[config.mk]
export PLATFORM = sky130hd
export DESIGN_NAME = mc_control_unit
export DESIGN_NICKNAME = d
export VERILOG_FILES = /design/src/rtl/mc_control_unit.sv
export SDC_FILE = /design/constraint.sdc
export NUM_CORES = 1
export LEC_CHECK = 0
export CORE_ASPECT_RATIO = 0.5
export CORE_MARGIN = 1
export CORE_UTILIZATION = 33
export CTS_BUF_LIST = sky130_fd_sc_hd__clkbuf_8
export CTS_CLUSTER_SIZE = 30
export DETAILED_ROUTE_END_ITERATION = 16
export PLACE_DENSITY = 0.61
export SYNTH_ARGS = -nofsm -noshare
export SYNTH_HDL_FRONTEND = slang
export SYNTH_SLANG_ARGS = --single-unit
[constraint.sdc]
create_clock -name clk -period 3.5 [get_ports clk]
set_input_delay 0.7 -clock clk [delete_from_list [all_inputs] [get_ports clk]]
set_output_delay 0.7 -clock clk [all_outputs]
set_load 0.01 [all_outputs]
[src/rtl/mc_control_unit.sv]
// Multicycle control unit for the 16-bit datapath: fetch/decode/execute sequencing with
// a request/ready memory handshake, wait-state watchdog, illegal-opcode fault and halt/resume.
module mc_control_unit #(
    parameter int WIDTH     = 16,
    parameter int REGBITS   = 4,
    parameter int TIMEOUT   = 15,
    parameter int TCNT_BITS = 4
) (
    input  logic       clk,
    input  logic       reset,
    input  logic [3:0] opCode1,
    input  logic [3:0] opCode2,
    input  logic [3:0] condCode,
    input  logic [4:0] psr,
    input  logic       mem_ready,
    input  logic       halt,
    output logic       mem_req,
    output logic       mem_we,
    output logic       addr_sel,
    output logic       ir_load,
    output logic       pc_en,
    output logic [1:0] pc_src,
    output logic [3:0] alu_ctrl,
    output logic [3:0] shift_ctrl,
    output logic       srcb_imm,
    output logic       zero_ext,
    output logic [1:0] result_sel,
    output logic       result_en,
    output logic       psr_en,
    output logic       reg_we,
    output logic       instr_done,
    output logic       halted,
    output logic       fault,
    output logic [4:0] state_o
);

    typedef enum logic [4:0] {
        FETCH   = 5'h00, DECODE  = 5'h01, ITYPEEX = 5'h02, RTYPEEX = 5'h03,
        SHIFTEX = 5'h04, ALUWR   = 5'h05, MEMADR  = 5'h06, LDRD    = 5'h07,
        LDWR    = 5'h08, STWR    = 5'h09, BCONDEX = 5'h0A, JALEX   = 5'h0B,
        JALWR   = 5'h0C, JCONDEX = 5'h0D, HALT    = 5'h0E, FAULT   = 5'h0F
    } state_t;

    // The watchdog fires on the TIMEOUT-th consecutive wait cycle, i.e. when the count is TIMEOUT-1.
    localparam logic [TCNT_BITS-1:0] WAIT_LIMIT = TCNT_BITS'(TIMEOUT - 1);

    if ((TIMEOUT >= (1 << TCNT_BITS)) || (WIDTH != (1 << $clog2(WIDTH))) || (REGBITS < 1)) begin : gBadCfg
        $error("mc_control_unit: invalid parameter set");
    end

    state_t               state_r;
    logic [TCNT_BITS-1:0] waitCnt_r;
    logic                 memPhase_s;
    logic                 timeout_s;
    logic                 pass_s;
    logic                 isCmp_s;
    state_t               boundary_s;

    function automatic logic condPass(input logic [3:0] cc, input logic [4:0] flags);
        logic z, c, f, l, n;
        {z, c, f, l, n} = flags;
        case (cc)
            4'h0:    condPass = z;
            4'h1:    condPass = !z;
            4'h2:    condPass = c;
            4'h3:    condPass = !c;
            4'h4:    condPass = n;
            4'h5:    condPass = !n;
            4'h6:    condPass = l;
            4'h7:    condPass = !l;
            4'h8:    condPass = f;
            4'h9:    condPass = !f;
            4'hA:    condPass = !z && !n;
            4'hB:    condPass = z || n;
            4'hC:    condPass = !l && !z;
            4'hD:    condPass = z || l;
            4'hE:    condPass = 1'b1;
            default: condPass = 1'b0;
        endcase
    endfunction

    // Shared decode terms: memory phase, watchdog expiry, branch condition, compare, boundary target.
    always_comb begin
        memPhase_s = (state_r == FETCH) || (state_r == LDRD) || (state_r == STWR);
        timeout_s  = (TIMEOUT != 0) && (waitCnt_r == WAIT_LIMIT) && !mem_ready;
        pass_s     = condPass(condCode, psr);
        isCmp_s    = (opCode1 == 4'hB) || ((opCode1 == 4'h0) && (opCode2 == 4'hB));
        boundary_s = halt ? HALT : FETCH;
    end

    // State sequencing and memory wait counter.
    always_ff @(posedge clk) begin
        if (reset) begin
            state_r   <= FETCH;
            waitCnt_r <= '0;
        end else begin
            if (memPhase_s && !mem_ready) begin
                waitCnt_r <= waitCnt_r + TCNT_BITS'(1);
            end else begin
                waitCnt_r <= '0;
            end
            case (state_r)
                FETCH: begin
                    if (mem_ready)      state_r <= DECODE;
                    else if (timeout_s) state_r <= FAULT;
                    else                state_r <= FETCH;
                end
                DECODE: begin
                    case (opCode1)
                        4'h0:                                    state_r <= RTYPEEX;
                        4'h1, 4'h2, 4'h3, 4'h5, 4'h9, 4'hB, 4'hD: state_r <= ITYPEEX;
                        4'h8, 4'hF:                              state_r <= SHIFTEX;
                        4'hC:                                    state_r <= BCONDEX;
                        4'h4:                                    state_r <= MEMADR;
                        default:                                 state_r <= FAULT;
                    endcase
                end
                ITYPEEX, RTYPEEX, SHIFTEX: state_r <= ALUWR;
                MEMADR: begin
                    case (opCode2)
                        4'h0:    state_r <= LDRD;
                        4'h4:    state_r <= STWR;
                        4'h8:    state_r <= JALEX;
                        4'hC:    state_r <= JCONDEX;
                        default: state_r <= FAULT;
                    endcase
                end
                LDRD: begin
                    if (mem_ready)      state_r <= LDWR;
                    else if (timeout_s) state_r <= FAULT;
                    else                state_r <= LDRD;
                end
                STWR: begin
                    if (mem_ready)      state_r <= boundary_s;
                    else if (timeout_s) state_r <= FAULT;
                    else                state_r <= STWR;
                end
                JALEX:                                   state_r <= JALWR;
                ALUWR, LDWR, JALWR, BCONDEX, JCONDEX:    state_r <= boundary_s;
                HALT: begin
                    if (halt) state_r <= HALT;
                    else      state_r <= FETCH;
                end
                FAULT:   state_r <= FAULT;
                default: state_r <= FAULT;
            endcase
        end
    end

    // Datapath strobes; handshake-qualified strobes follow mem_ready in the same cycle.
    always_comb begin
        mem_req    = 1'b0;
        mem_we     = 1'b0;
        addr_sel   = 1'b0;
        ir_load    = 1'b0;
        pc_en      = 1'b0;
        pc_src     = 2'd0;
        alu_ctrl   = 4'h0;
        shift_ctrl = 4'h0;
        srcb_imm   = 1'b0;
        zero_ext   = 1'b0;
        result_sel = 2'd0;
        result_en  = 1'b0;
        psr_en     = 1'b0;
        reg_we     = 1'b0;
        instr_done = 1'b0;
        halted     = 1'b0;
        fault      = 1'b0;
        state_o    = 5'd0;
        if (reset) begin
            state_o = 5'd0;
        end else begin
            state_o = state_r;
            case (state_r)
                FETCH: begin
                    mem_req = 1'b1;
                    ir_load = mem_ready;
                    pc_en   = mem_ready;
                end
                ITYPEEX: begin
                    alu_ctrl   = opCode1;
                    srcb_imm   = 1'b1;
                    zero_ext   = opCode1 inside {4'h1, 4'h2, 4'h3, 4'hD};
                    result_sel = 2'd1;
                    result_en  = 1'b1;
                    psr_en     = 1'b1;
                end
                RTYPEEX: begin
                    alu_ctrl   = opCode2;
                    result_sel = 2'd1;
                    result_en  = 1'b1;
                    psr_en     = 1'b1;
                end
                SHIFTEX: begin
                    shift_ctrl = (opCode1 == 4'hF) ? 4'hF : opCode2;
                    srcb_imm   = (opCode1 == 4'hF) || (opCode2 != 4'h4);
                    result_en  = 1'b1;
                end
                ALUWR: begin
                    reg_we     = !isCmp_s;
                    instr_done = 1'b1;
                end
                LDRD: begin
                    mem_req  = 1'b1;
                    addr_sel = 1'b1;
                end
                LDWR: begin
                    result_sel = 2'd2;
                    reg_we     = 1'b1;
                    instr_done = 1'b1;
                end
                STWR: begin
                    mem_req    = 1'b1;
                    addr_sel   = 1'b1;
                    mem_we     = 1'b1;
                    instr_done = mem_ready;
                end
                BCONDEX: begin
                    pc_src     = 2'd1;
                    pc_en      = pass_s;
                    instr_done = 1'b1;
                end
                JALEX: begin
                    result_sel = 2'd3;
                    result_en  = 1'b1;
                    pc_src     = 2'd2;
                    pc_en      = 1'b1;
                end
                JALWR: begin
                    reg_we     = 1'b1;
                    instr_done = 1'b1;
                end
                JCONDEX: begin
                    pc_src     = 2'd2;
                    pc_en      = pass_s;
                    instr_done = 1'b1;
                end
                HALT:           halted  = 1'b1;
                DECODE, MEMADR: state_o = state_r;
                default:        fault   = 1'b1;
            endcase
        end
    end

endmodule

==> flow_summary.toml <==
[critical_path]
crit_chain = "clkdlybuf4s50_1, nand2b_4, or3_4, a21oi_1, a41oi_1, a311oi_1, clkdlybuf4s50_1"
worst-path-buf-inv = 2
critPathMaxStageDelay_ns = 0.57
crit_top_cell = "clkdlybuf4s50_1"
crit_type = "input port to output pin"
crit_slowest_cell = "clkdlybuf4s50_1"
cp-end-kind = "output pin"
start_kind = "input port"
required_ns = 2.80
critPathTopFamily = "buffers and inverters"
critPathArrivalTime_ns = 2.68
critPathMaxFanout = 3

[yosys]
async_reset_ff_share_pct = 0
avgSynthCellArea_um2 = 6.523
yosys_warnings = 0
syn-cell-area_um2 = 1344
ys_seq_area_share_pct = 11.92
synth-edff-count = 0
synthDistinctLibCells = 50
synthesis.nets = 229
synthCells = 206
synth_flop_cell = "dfxtp_1"
ys_seq_elements = 8

[grt]
grt_max_degree = 26
grt_overflow = 0
grt_pass1_wl_um = 6230
grt_pass1_vias = 1331
antenna_found_initial = 0
grt_use_total_pct = 18.25

[route]
dr.pass1.iters = 6
vias = 1611
drt-total-wl_um = 3906
drt-wirelength-per-cell_um = 13.15
drtIter0Drc = 75
ant_nets = 0
drc = 0
avgViaCountPerCell = 5.424

[clock_tree]
clk_pin_slew_worst_paths_ns = 0.04
cts_buffer_depth = 2
post_cts.repair.setup_buffers = 0
cts_tree = "done"
clkSinkCount = 8
cts_max_level = 1
numCtsBuffers = 3
cts-root-buf = "clkbuf_8"
clkLatencyLatePin_ns = 0.23
cts_hold_buf = 0

[cells_and_area]
drive_gt1_share_pct = 8.943
n_antenna_cell = 0
final_util_pct = 51.90
fin_nets = 271
final_cell_area_um2 = 1899
area_delta_synth_final_pct = 41.34
final_common_cell = "clkdlybuf4s50_1"
final_cell_mix = "47 x clkdlybuf4s50_1, 32 x nor2_1, 12 x nand2_1, 12 x buf_4"

[timing]
fin_setup_tns_ns = 0
period_share_pct = 96.70
relSlewSlack_pct = 62.61
drv_slew = 0
finalWorstPathRequiredPeriod_ns = 3.384
hold_violations = 0
finalClockSkew_ns = 0.003598
max_freq_mhz = 295.5
setup_violations = 0
tightest_slew_ns = 0.5600
rsz0062_at_grt = "no"
hold_ws_ns = 0.4654

[die]
die-width_um = 92.25
core_um2 = 3660
io_pins = 51
initial_core_util_pct = 36.72
die_area_um2 = 4347
die_h_um = 47.13
num_rows = 15

[worst_hold_path]
hold_path.class = "flip-flop to flip-flop"

[placement]
dp_hpwl_um = 2981
routabilityCongestion = 0.7866
placedInstanceArea_um2 = 1852
port_buffers = 49

[flow_run]
maxCapViolCount = 0

[pwr]
power_mw = 0.9886
ir_worst_vdd_uv = 236.7
powerDensity_nw_per_um2 = 520.5
p_leak_nw = 0.6694

[run_status]
status = "finished, final reports clean"
==> worst paths after layout <==
kind	slack, ns	from	cells after the start	end
setup reg to reg	1.73	state_r[3]$_SDFF_PP0_	6	state_r[2]$_SDFF_PP0_
hold / removal	0.47	waitCnt_r[0]$_SDFF_PP0_	1	waitCnt_r[0]$_SDFF_PP0_
setup / recovery	0.12	mem_ready	7	pc_en
hold reg to reg	0.47	waitCnt_r[0]$_SDFF_PP0_	1	waitCnt_r[0]$_SDFF_PP0_
==> final cells by class <==
| class | count | area [um2] |
|---|---|---|
| Fill cell | 391 | 1760 |
| Inverter | 5 | 18.77 |
| Clock buffer | 3 | 41.29 |
| Sequential cell | 8 | 160.2 |
| Multi-Input combinational cell | 169 | 1033 |
| Timing Repair Buffer | 61 | 581.8 |
| Tap cell | 51 | 63.81 |
==> cells in the mapped netlist (5+ instances only) <==
library cell	number	share of area [%]
inv_1	5	1.4
nor2_1	32	8.9
nand2_1	12	3.4
buf_2	13	4.8
o21ai_0	6	2.2
a21oi_1	11	4.1
buf_4	6	3.4
mux2i_1	5	3.7
a31oi_1	6	2.8
nor3_1	11	4.1
nor3b_1	5	2.8
dfxtp_1	8	12
nand2b_1	9	4.2
nor2b_1	9	4.2
nand3_1	6	2.2
==> cells by family after synthesis <==
logic type	count (synthesis)	synth area share, %
muxes	5	3.725
other	1	0.2791
xor gates and xnor gates	7	4.562
AOI/OAI and AO/OA	48	24.21
and+or+nand+nor	106	41.90
buffers and inverters	29	11.54
DFF	8	11.92
adders and majority gates	2	1.862
==> worst reg2reg max path: stages, from the launching register on <==
cell	delay (ns)
dfxtp_1	0.67
buf_4	0.27
nor3_1	0.06
a31oi_1	0.17
nor4_1	0.07
a41oi_1	0.28
a31oi_1	0.13
==> repair_timing <==
action,4_1_cts,5_1_grt
resized for setup,1,2
cloned,0,0
endpoints found under the setup margin,1,1
==> state kept, by name (all words and copies together), names as in the netlist <==
name and count:
state_r 4, waitCnt_r 4
==> through the flow <==
| step | setup WS [ns] | cells |
|---|---|---|
| 5_1_grt | 0.02532 | 297 |
| 3_5_place_dp | -0.03333 | 294 |
| 2_1_floorplan | 1.004 | 206 |
| 4_1_cts | 0.07743 | 297 |
| 3_3_place_gp | 0.03019 | 294 |
| 6_report | 0.1155 | 297 |
==> per-layer routing <==
layer	track usage, %	share of wire, %
met1	24.93	50
met2	31.19	44
met3	4.207	5.5
met4	1.875	0
met5	0	0
==> where the power goes <==
part | leakage (nW) | total [mW] | internal [mW] | switching (mW)
Sequential | 0.0655 | 0.187 | 0.117 | 0.0698
Combinational | 0.582 | 0.688 | 0.332 | 0.355
Clock | 0.0216 | 0.114 | 0.0748 | 0.0394
Power figures use the tool's default switching activity.
